File: config.mk
export PLATFORM = sky130hd
export DESIGN_NAME = wb_sched
export DESIGN_NICKNAME = d
export VERILOG_FILES = /design/src/rtl/wb_sched.sv
export SDC_FILE = /design/constraint.sdc
export NUM_CORES = 1
export LEC_CHECK = 0
export ABC_AREA = 0
export ABC_CLOCK_PERIOD_IN_PS = 7000
export BUFFER_PORTS_ARGS = -buffer_cell sky130_fd_sc_hd__buf_2
export CAP_MARGIN = 15
export CORE_AREA = 2 2 98 147
export CTS_BUF_LIST = sky130_fd_sc_hd__clkbuf_2
export DETAILED_ROUTE_END_ITERATION = 6
export DIE_AREA = 0 0 100 149
export GPL_TIMING_DRIVEN = 0
export HOLD_SLACK_MARGIN = 0.06
export PLACE_DENSITY = 0.9
export SKIP_LAST_GASP = 1
export SLEW_MARGIN = 30
export SYNTH_ARGS = -nofsm -noshare
export SYNTH_HDL_FRONTEND = slang
export SYNTH_SLANG_ARGS = --single-unit
File: constraint.sdc
create_clock -name clk -period 7 [get_ports clk]
set_input_delay 1.75 -clock clk [delete_from_list [all_inputs] [get_ports clk]]
set_output_delay 1.75 -clock clk [all_outputs]
set_load 0.01 [all_outputs]
File: src/rtl/wb_sched.sv
// rtl/wb_sched.sv - round-robin writeback arbiter and RAW/WAW scoreboard for the shared RF write port
// WB_SCHED_PERF_EN adds stall_cnt and conflict_cnt outputs.
module wb_sched #(
  parameter int NREG = 64,
  parameter int AW   = 6,
  parameter int DW   = 32
) (
  input  logic            clk,
  input  logic            rstn,
  input  logic            iss_valid,
  input  logic [AW-1:0]   iss_rs1,
  input  logic [AW-1:0]   iss_rs2,
  input  logic [AW-1:0]   iss_rd,
  input  logic            iss_rd_we,
  output logic            iss_stall,
  input  logic [2:0]      req_valid,
  input  logic [3*AW-1:0] req_addr,
  input  logic [3*DW-1:0] req_data,
  output logic [2:0]      req_ready,
  output logic            rf_we,
  output logic [AW-1:0]   rf_a3,
  output logic [DW-1:0]   rf_wd
`ifdef WB_SCHED_PERF_EN
  ,
  output logic [31:0]     stall_cnt,
  output logic [31:0]     conflict_cnt
`endif
);

  logic [NREG-1:0] pending;
  logic [NREG-1:0] pending_nxt;
  logic [1:0]      rr_ptr;
  logic [2:0]      scan;
  logic            grant_now;
  logic [1:0]      grant_idx;
  logic [AW-1:0]   grant_addr;
  logic [DW-1:0]   grant_data;
  logic            hit_rs1;
  logic            hit_rs2;
  logic            hit_rd;
  logic            issue_ok;

  always_comb begin
    grant_now = 1'b0;
    grant_idx = 2'd0;
    scan      = 3'd0;
    for (int k = 0; k < 3; k++) begin
      scan = {1'b0, rr_ptr} + 3'(k);
      if (scan >= 3'd3) scan = scan - 3'd3;
      if (!grant_now && req_valid[scan[1:0]]) begin
        grant_now = 1'b1;
        grant_idx = scan[1:0];
      end
    end
  end

  always_comb begin
    case (grant_idx)
      2'd1:    begin grant_addr = req_addr[AW +: AW];   grant_data = req_data[DW +: DW];   end
      2'd2:    begin grant_addr = req_addr[2*AW +: AW]; grant_data = req_data[2*DW +: DW]; end
      default: begin grant_addr = req_addr[0 +: AW];    grant_data = req_data[0 +: DW];    end
    endcase
  end

  assign req_ready = grant_now ? (3'b001 << grant_idx) : 3'b000;

  // A register granted this cycle lands at the edge and is forwarded by the RF, so it is not a hazard.
  assign hit_rs1   = pending[iss_rs1] & ~(grant_now & (grant_addr == iss_rs1));
  assign hit_rs2   = pending[iss_rs2] & ~(grant_now & (grant_addr == iss_rs2));
  assign hit_rd    = pending[iss_rd]  & ~(grant_now & (grant_addr == iss_rd));
  assign iss_stall = iss_valid & (hit_rs1 | hit_rs2 | (iss_rd_we & hit_rd));
  assign issue_ok  = iss_valid & ~iss_stall & iss_rd_we & (iss_rd != '0);

  always_comb begin
    pending_nxt = pending;
    if (grant_now) pending_nxt[grant_addr] = 1'b0;
    // Set after clear: a new in-flight producer overrides the retiring one.
    if (issue_ok) pending_nxt[iss_rd] = 1'b1;
    pending_nxt[0] = 1'b0;
  end

  always_ff @(posedge clk or negedge rstn) begin
    if (!rstn) begin
      pending <= '0;
      rr_ptr  <= 2'd0;
      rf_we   <= 1'b0;
      rf_a3   <= '0;
      rf_wd   <= '0;
    end else begin
      pending <= pending_nxt;
      rf_we   <= 1'b0;
      if (grant_now) begin
        rr_ptr <= (grant_idx == 2'd2) ? 2'd0 : grant_idx + 2'd1;
        rf_we  <= (grant_addr != '0);
        rf_a3  <= grant_addr;
        rf_wd  <= grant_data;
      end
    end
  end

`ifdef WB_SCHED_PERF_EN
  logic multi_req;
  assign multi_req = (req_valid[0] & req_valid[1]) | (req_valid[0] & req_valid[2]) |
                     (req_valid[1] & req_valid[2]);

  always_ff @(posedge clk or negedge rstn) begin
    if (!rstn) begin
      stall_cnt    <= '0;
      conflict_cnt <= '0;
    end else begin
      if (iss_stall) stall_cnt    <= stall_cnt + 32'd1;
      if (multi_req) conflict_cnt <= conflict_cnt + 32'd1;
    end
  end
`endif

endmodule
==> metrics, run 1 <==
initial antenna violation count=1; Setup Skew=between 0.06 and 0.07 ns; Synth Area in Adders=around 1.4%; CTS tree=built; slowest stage delay, CP=between 0.3 and 0.4 ns; Post-DRT Antenna Nets=0; top cells by area, synth=dfrtp_1, mux4_2, o21ai_0; vias in the first global route=slightly above 8k; largest family of logic cells by synthesized area=compound AO/OA/AOI/OAI gates; routed len/inst=26.29 um; PortBufs=between 150 and 200; count leader, synth=dfrtp_1; latest clock arrival within the worst-skew pair=0.66 ns; HP Start=rf_wd[3]; maximum vdd drop=around 0.35 mV; Synth Flop Type=dfrtp_1; Leakage=~3.7 nW; leading cell types by count after synthesis=dfrtp_1, o21ai_0, nand2_1, nor2_1, o31ai_1; Top delay family on crit path=compound AO/OA/AOI/OAI gates; Reg clk slew, reported paths=0.30 ns; Worst slew margin=45.16%; Syn Inst Count=about 780; combinational power share=between 60% and 70%; Worst setup SP type=input pin; Final Setup Violations=0; Worst Setup SP=req_valid[1]; post-synthesis compound-gate area fraction=27.42%; Crit Path Category=in2out; switching share of power=51.91%; Ports=approximately 180; Synth Warn #=0; Min Hold Slack=around 0.52 ns; Worst R2R Start=rr_ptr[0]; Required @ worst endpoint=around 5.3 ns; Max-Cap Viols=0; routability cong.=1.032; sequential fraction of the synthesis area=roughly a third; unrepaired setup endpoints after global routing=no; CTS Buf Count=9; Syn Area/Cell=~9.5 sq um; Die Area=between 10000 and 15000 sq um; post-synth top area share=35.33%; CTS Buffer Depth=2; Crit-path slowest cell=ha_2; worst path cell trace=buf_2, mux2i_1, or2_2, o211ai_1, nor3b_1, o31ai_2, ha_2, clkbuf_2, a22o_1, a211oi_1, nor4_1, nand4_1, o211ai_2, o211ai_4, and2_1, buf_2; Data arrival, critical path=approximately 5.0 ns; min cycle time layout=6.773 ns; Die X=100 um; Core Footprint=between 10000 and 15000 sq um; max-slew violations=0; Total Wirelength=about 30000 um; most frequent CP cell=buf_2; CP max FO=10; crit path buf inv count=3; vias per cell=7.176; Area growth syn-to-layout=17.63%; gr usage total=between 40% and 50%; dpl hpwl=22660 um; num rows=53; post-synthesis net count=between 900 and 1k; Cell Pwr Density=between 300 and 400 nW/um^2; Synth Area in Simple Gates=around 14%; Initial Util=between 50% and 60%; post-synthesis xor/xnor area fraction=around 2.9%; Design Power=roughly 0.0034 W; Post-CTS Hold Buffers=0; clk sink count=104; power share of the sequential group=around 29%; Unique masters post-synth=58; CP Capture Type=primary output; Final period util=about 97%; largest net degree at the start of global routing=58; ratio of cells with drive above 1 in the final layout=roughly 27%; grt total ovfl=0; status=complete, no violations; Hold/Removal Path Class=reg2reg; H-tree depth=3; Tightest Pin Transition=0.8218 ns; CTS root buffer=clkbuf_2; Clk pwr share=8.4%; sw power=0.001760 W; fmax=147.7 MHz; Yosys reg bits=roughly 100; Die Y=149 um; nets@finish=between 1k and 1.5k; Synth area leader=dfrtp_1; first-pass GRT wire length=between 40000 and 50000 um; fraction of registers with async set/reset=100.0%; post-synthesis mux area share=around 15%; number of synthesized flops with an enable pin=0; P_int=0.001631 W; Initial DRT Pass Iterations=5; setup_tns=0 ns; DR vias=8181; DR iter-0 viols=approximately 850; DRC Markers=0; Synth Cell Area=about 7400 sq um; Hold Fails Final Rpt=0
-- worst register-to-register path: stages, from the launching register on --
cell and delay, ns:
dfrtp_1 0.46, inv_1 0.08, ha_1 0.28, clkbuf_1 0.30, nor2b_1 0.11, o21ai_1 0.24
o211ai_1 0.18, nor3b_1 0.25, o31ai_2 0.10, buf_4 0.15, ha_1 0.43, clkbuf_1 0.45
a211oi_1 0.16, nor4_1 0.34, nand4_1 0.18, o211ai_2 0.21, o2111ai_1 0.36, clkbuf_1 0.36
o31ai_1 0.35
-- cells in the final DEF, fill, tap and decap left out, types with 14 or more instances in the layout --
cell	instances
a21oi_1	14
xnor2_1	17
o21ai_0	83
clkbuf_1	41
buf_2	187
inv_1	16
nor2_1	55
o31ai_1	49
mux4_2	33
o41ai_1	41
mux2i_1	28
nand3_1	21
dfrtp_1	104
a221oi_1	34
nand2_1	63
-- cell families after synthesis --
| logic type | after synthesis |
|---|---|
| AOI/OAI and AO/OA | 283 |
| adders and majority gates | 8 |
| DFF | 104 |
| muxes | 67 |
| xor gates and xnor gates | 24 |
| and+or+nand+nor | 207 |
| buffers and inverters | 85 |
-- final cells by class --
type	count	area (sq um)
clock buffers	10	50.05
diodes	2	5.005
fillers	1193	5129
multi-input cells	589	4476
clock inverters	6	50.05
inverters	17	63.81
flip-flops and latches	104	2603
plain buffers	66	269.0
well taps	165	206.4
repair buffers	181	942.2
-- power groups by stage --
stage | Combinational, W | Clock [W] | Sequential (W)
floorplan | 0.00128 | 0 | 0.00100
global placement | 0.00198 | 0 | 0.000988
detailed placement | 0.00203 | 0 | 0.000996
CTS | 0.00204 | 0.000282 | 0.000983
global route | 0.00226 | 0.000305 | 0.00102
finish | 0.00211 | 0.000283 | 0.000994
-- flip-flops by register name, summed over array words and instances, names as in the netlist --
register	count
rf_a3	6
rf_wd	32
rf_we	1
pending	63
rr_ptr	2
-- layer usage --
metal  wire length, um  track usage, %  share of wire, %  vias up
met1              9922           46.45                33     3909
met2             14630           67.09                49      666
li1                  -               -                 -     3436
met3              3168           8.154                11      170
met4              2247           27.74               7.5        0
met5                 0               0                 0        -
-- per-stage QoR --
stage | setup WS (ns) | util, % | instance area (sq um) | instances
final | 0.2272 | 62.82 | 8665 | 1140
after global routing | 0.01014 | 62.80 | 8662 | 1139
after CTS | 0.06310 | 62.54 | 8626 | 1137
after detailed placement | -0.5973 | 61.57 | 8492 | 1121
after global placement | -0.5976 | 61.32 | 8458 | 1120
after floorplan | 0.5554 | - | 7366 | 778
-- final timing paths --
path | to | slack [ns] | cells after the start
setup reg to reg | pending[6] | 1.89 | 18
hold / removal | rf_wd[3] | 0.52 | 2
hold reg to reg | rf_wd[3] | 0.52 | 2
min in group asynchronous | rf_wd[5] | 1.00 | 1
setup / recovery | iss_stall | 0.23 | 16
max in group asynchronous | pending[12] | 5.31 | 2
-- timing repair --
action | CTS | global route
buffers inserted | 1 | 2
pin swaps | 1 | 2
setup endpoints to repair | 1 | 1
gates resized for setup | 6 | 9
(Power assumes the default switching activity.)
==> run 2: changes to the inputs <==
==> config.mk (replaced) <==
export PLATFORM = sky130hd
export DESIGN_NAME = wb_sched
export DESIGN_NICKNAME = d
export VERILOG_FILES = /design/src/rtl/wb_sched.sv
export SDC_FILE = /design/constraint.sdc
export NUM_CORES = 1
export LEC_CHECK = 0
export ABC_AREA = 1
export ABC_CLOCK_PERIOD_IN_PS = 7000
export BUFFER_PORTS_ARGS = -buffer_cell sky130_fd_sc_hd__buf_2
export CAP_MARGIN = 15
export CORE_AREA = 2 2 103 155
export CTS_BUF_LIST = sky130_fd_sc_hd__clkbuf_2
export DETAILED_ROUTE_END_ITERATION = 6
export DIE_AREA = 0 0 105 157
export GPL_TIMING_DRIVEN = 0
export HOLD_SLACK_MARGIN = 0.15
export PLACE_DENSITY = 0.89
export SKIP_LAST_GASP = 1
export SLEW_MARGIN = 30
export SYNTH_ARGS = -nofsm -noshare
export SYNTH_HDL_FRONTEND = slang
export SYNTH_SLANG_ARGS = --single-unit
export TNS_END_PERCENT = 1
==> metrics, run 2 <==
DRC Markers=0 (unchanged); Tightest Pin Transition=0.8043 ns (-0.01745 ns); CTS Buffer Depth=2 (unchanged); latest clock arrival within the worst-skew pair=0.66 ns (about the same); post-synthesis net count=1481 (+60%); CTS Buf Count=9 (unchanged); Synth Warn #=0 (unchanged); Syn Inst Count=1334 (+71%); max reg flops=63 (unchanged); fmax=149.2 MHz (+1.1%); Max-Cap Viols=0 (unchanged); non-filler cells, final=1732 (+52%); top cells by area, synth=dfrtp_1, nand2_1, nand3_1; Ports=182 (unchanged); Post-CTS Hold Buffers=0 (unchanged); Synth area leader=dfrtp_1; min cycle time layout=6.701 ns (-0.07195 ns); Total Wirelength=37560 um (+25%); CTS tree=built; vias in the first global route=9820 (+20%); grt total ovfl=0 (unchanged); Worst Setup SP=req_valid[2]; post-synth top area share=31.79% (-3.5 points); vias per cell=5.993 (-16%); max-slew violations=0 (unchanged); Cell Pwr Density=534.0 nW/um^2 (+36%); Leakage=4.959 nW (+35%); H-tree depth=3 (unchanged); largest net degree at the start of global routing=66 (+14%); Initial Util=54.56% (+1.2 points); fraction of registers with async set/reset=100.0% (unchanged); count leader, synth=nand2_1; Multi-input gate area=4735 sq um (+5.8%); Yosys reg bits=104 (unchanged); PortBufs=176 (-0.56%); Data arrival, critical path=4.95 ns (-0.07 ns); Design Power=0.005076 W (+50%); setup_tns=0 ns (unchanged); dpl cells=1710 (+53%); Setup Skew=0.05754 ns (-0.01233 ns); Die X=105 um (+5.0%); Unique masters post-synth=30 (-48%); clk sink count=104 (unchanged); Post-DRT Antenna Nets=0 (unchanged); Largest regs=pending: 63 flops, rf_wd: 32 flops, rf_a3: 6 flops; ratio of cells with drive above 1 in the final layout=17.65% (-9.7 points); gr usage total=45.64% (+5.3 points); first-pass GRT wire length=56350 um (+24%); Hold/Removal Path Class=reg2reg; CP max FO=10 (unchanged); Synth Cell Area=8185 sq um (+11%); # fillers=1529 (+28%); Hold Fails Final Rpt=0 (unchanged); DR vias=10.38k (+27%); Area growth syn-to-layout=16.11%; routability cong.=1.057 (+2.4%); Biggest register=pending; Syn Area/Cell=6.136 sq um (-35%); Die Y=157 um (+5.4%); Seq. cell area=2603 sq um (unchanged); commonest non-fill, non-tap cell in the layout=nand2_1; Worst slew margin=46.38% (+1.2 points); most frequent cells in the layout=nand2_1, buf_2, nand3_1; dpl hpwl=28550 um (+26%); Worst setup SP type=input pin; unrepaired setup endpoints after global routing=no; Required @ worst endpoint=5.25 ns (about the same); nets@finish=1672 (+50%); Die Area=16490 sq um (+11%); leading cell types by count after synthesis=nand2_1, nand3_1, o21ai_0, dfrtp_1, inv_1; CP Capture Type=primary output; DR iter-0 viols=1126 (+33%); Final Setup Violations=0 (unchanged); initial antenna violation count=2 (+1); HP Start=rf_wd[28]; Hold Path Depth=2 (unchanged); number of synthesized flops with an enable pin=0 (unchanged); Synth Flop Type=dfrtp_1; Crit Path Category=in2out; Final period util=95.73% (-1.0 points); Initial DRT Pass Iterations=6 (+1); num rows=55 (+3.8%); Reg clk slew, reported paths=0.33 ns (+0.03 ns); Core Footprint=15000 sq um (+8.8%); Worst R2R Start=rr_ptr[0]; R2R cell count=22 (+4); sequential fraction of the synthesis area=31.79% (-3.5 points); status=complete, no violations; routed len/inst=21.69 um (-18%); CTS root buffer=clkbuf_2; maximum vdd drop=0.6038 mV (+73%)
## run 2: cell count changes after synthesis, moves of 19 or more
cell      delta
clkbuf_1    -19
mux4_2      -33
o21ai_0     +72
nand2_1    +446
nor2_1      +29
nand4_1     +57
mux2i_1     -28
a221oi_1    -34
o41ai_1     -41
nand3_1    +137
o31ai_1     -51
inv_1       +82
## run 2: layout make-up
class	count	area share, %
multi-input cells	1044	49.82
flip-flops and latches	104	27.38
repair buffers	180	9.860
plain buffers	78	4.766
inverters	108	4.265
well taps	199	2.620
clock inverters	7	0.7372
clock buffers	9	0.4739
diodes	3	0.07899
## run 2: worst paths after layout
path                          endpoint  slack (ns)
min                          rf_wd[28]        0.53
max                          iss_stall        0.30
max reg2reg                pending[17]        2.49
min in group asynchronous  pending[51]        0.92
min reg2reg                  rf_wd[28]        0.53
max in group asynchronous  pending[13]        5.35
## run 2: power breakdown
part | internal, W | total (W) | switching, W
sequential | 0.000865 | 0.00111 | 0.000240
clock | 0.0000596 | 0.000310 | 0.000250
combinational | 0.00108 | 0.00366 | 0.00258
## run 2: cell families (layout without fill, tap and decap cells)
family / after synthesis / after routing / synth area share [%]
flip-flops: 104 / 104 / 31.79
buffers and inverters: 186 / 382 / 10.49
AND/OR/NAND/NOR: 845 / 845 / 44.42
AO/OA/AOI/OAI: 186 / 186 / 11.54
XOR/XNOR: 5 / 5 / 0.5350
other: 0 / 3 / 0
adder cells (fa/ha/maj): 8 / 8 / 1.223
## run 2: critical path, stage by stage
cell	delay [ns]
buf_2	0.09
inv_1	0.05
or2_0	0.20
o21ai_1	0.20
inv_1	0.06
nor2_1	0.11
inv_1	0.06
o21ai_0	0.24
inv_1	0.16
ha_1	0.37
buf_6	0.16
nand3_1	0.21
nand2_4	0.23
nand2_1	0.08
nand4_1	0.11
nor2_1	0.06
nand2_1	0.05
nand2_1	0.06
nor2_2	0.30
nor2_8	0.11
nand2_1	0.09
nand2_1	0.05
inv_1	0.04
buf_2	0.11
## run 2: routing by layer
metal	vias up	global-route usage (%)	routed length, um	part of all wire (%)
met5	-	0	0	0
met4	0	41.40	4219	11
met3	226	8.613	3421	9.1
met2	754	76.31	17480	47
met1	4675	48.67	12440	33
li1	4725	-	-	-
## run 2: what timing repair did
action,4_1_cts,5_1_grt
setup buffers,0,3
endpoints found under the hold margin,0,0
endpoints found under the setup margin,0,1
resized for setup,0,3
## run 2: stage by stage
stage / hold slack [ns] / cell area [sq um] / setup WS, ns / utilization, %
2_1_floorplan: 0.4729 / 8185 / 0.9657 / -
3_3_place_gp: 0.4617 / 9315 / 0.1682 / 62.09
3_5_place_dp: 0.4672 / 9349 / 0.1544 / 62.32
4_1_cts: 0.5265 / 9464 / 0.1520 / 63.09
5_1_grt: 0.5561 / 9502 / 0.02349 / 63.34
6_report: 0.5251 / 9504 / 0.2992 / 63.35
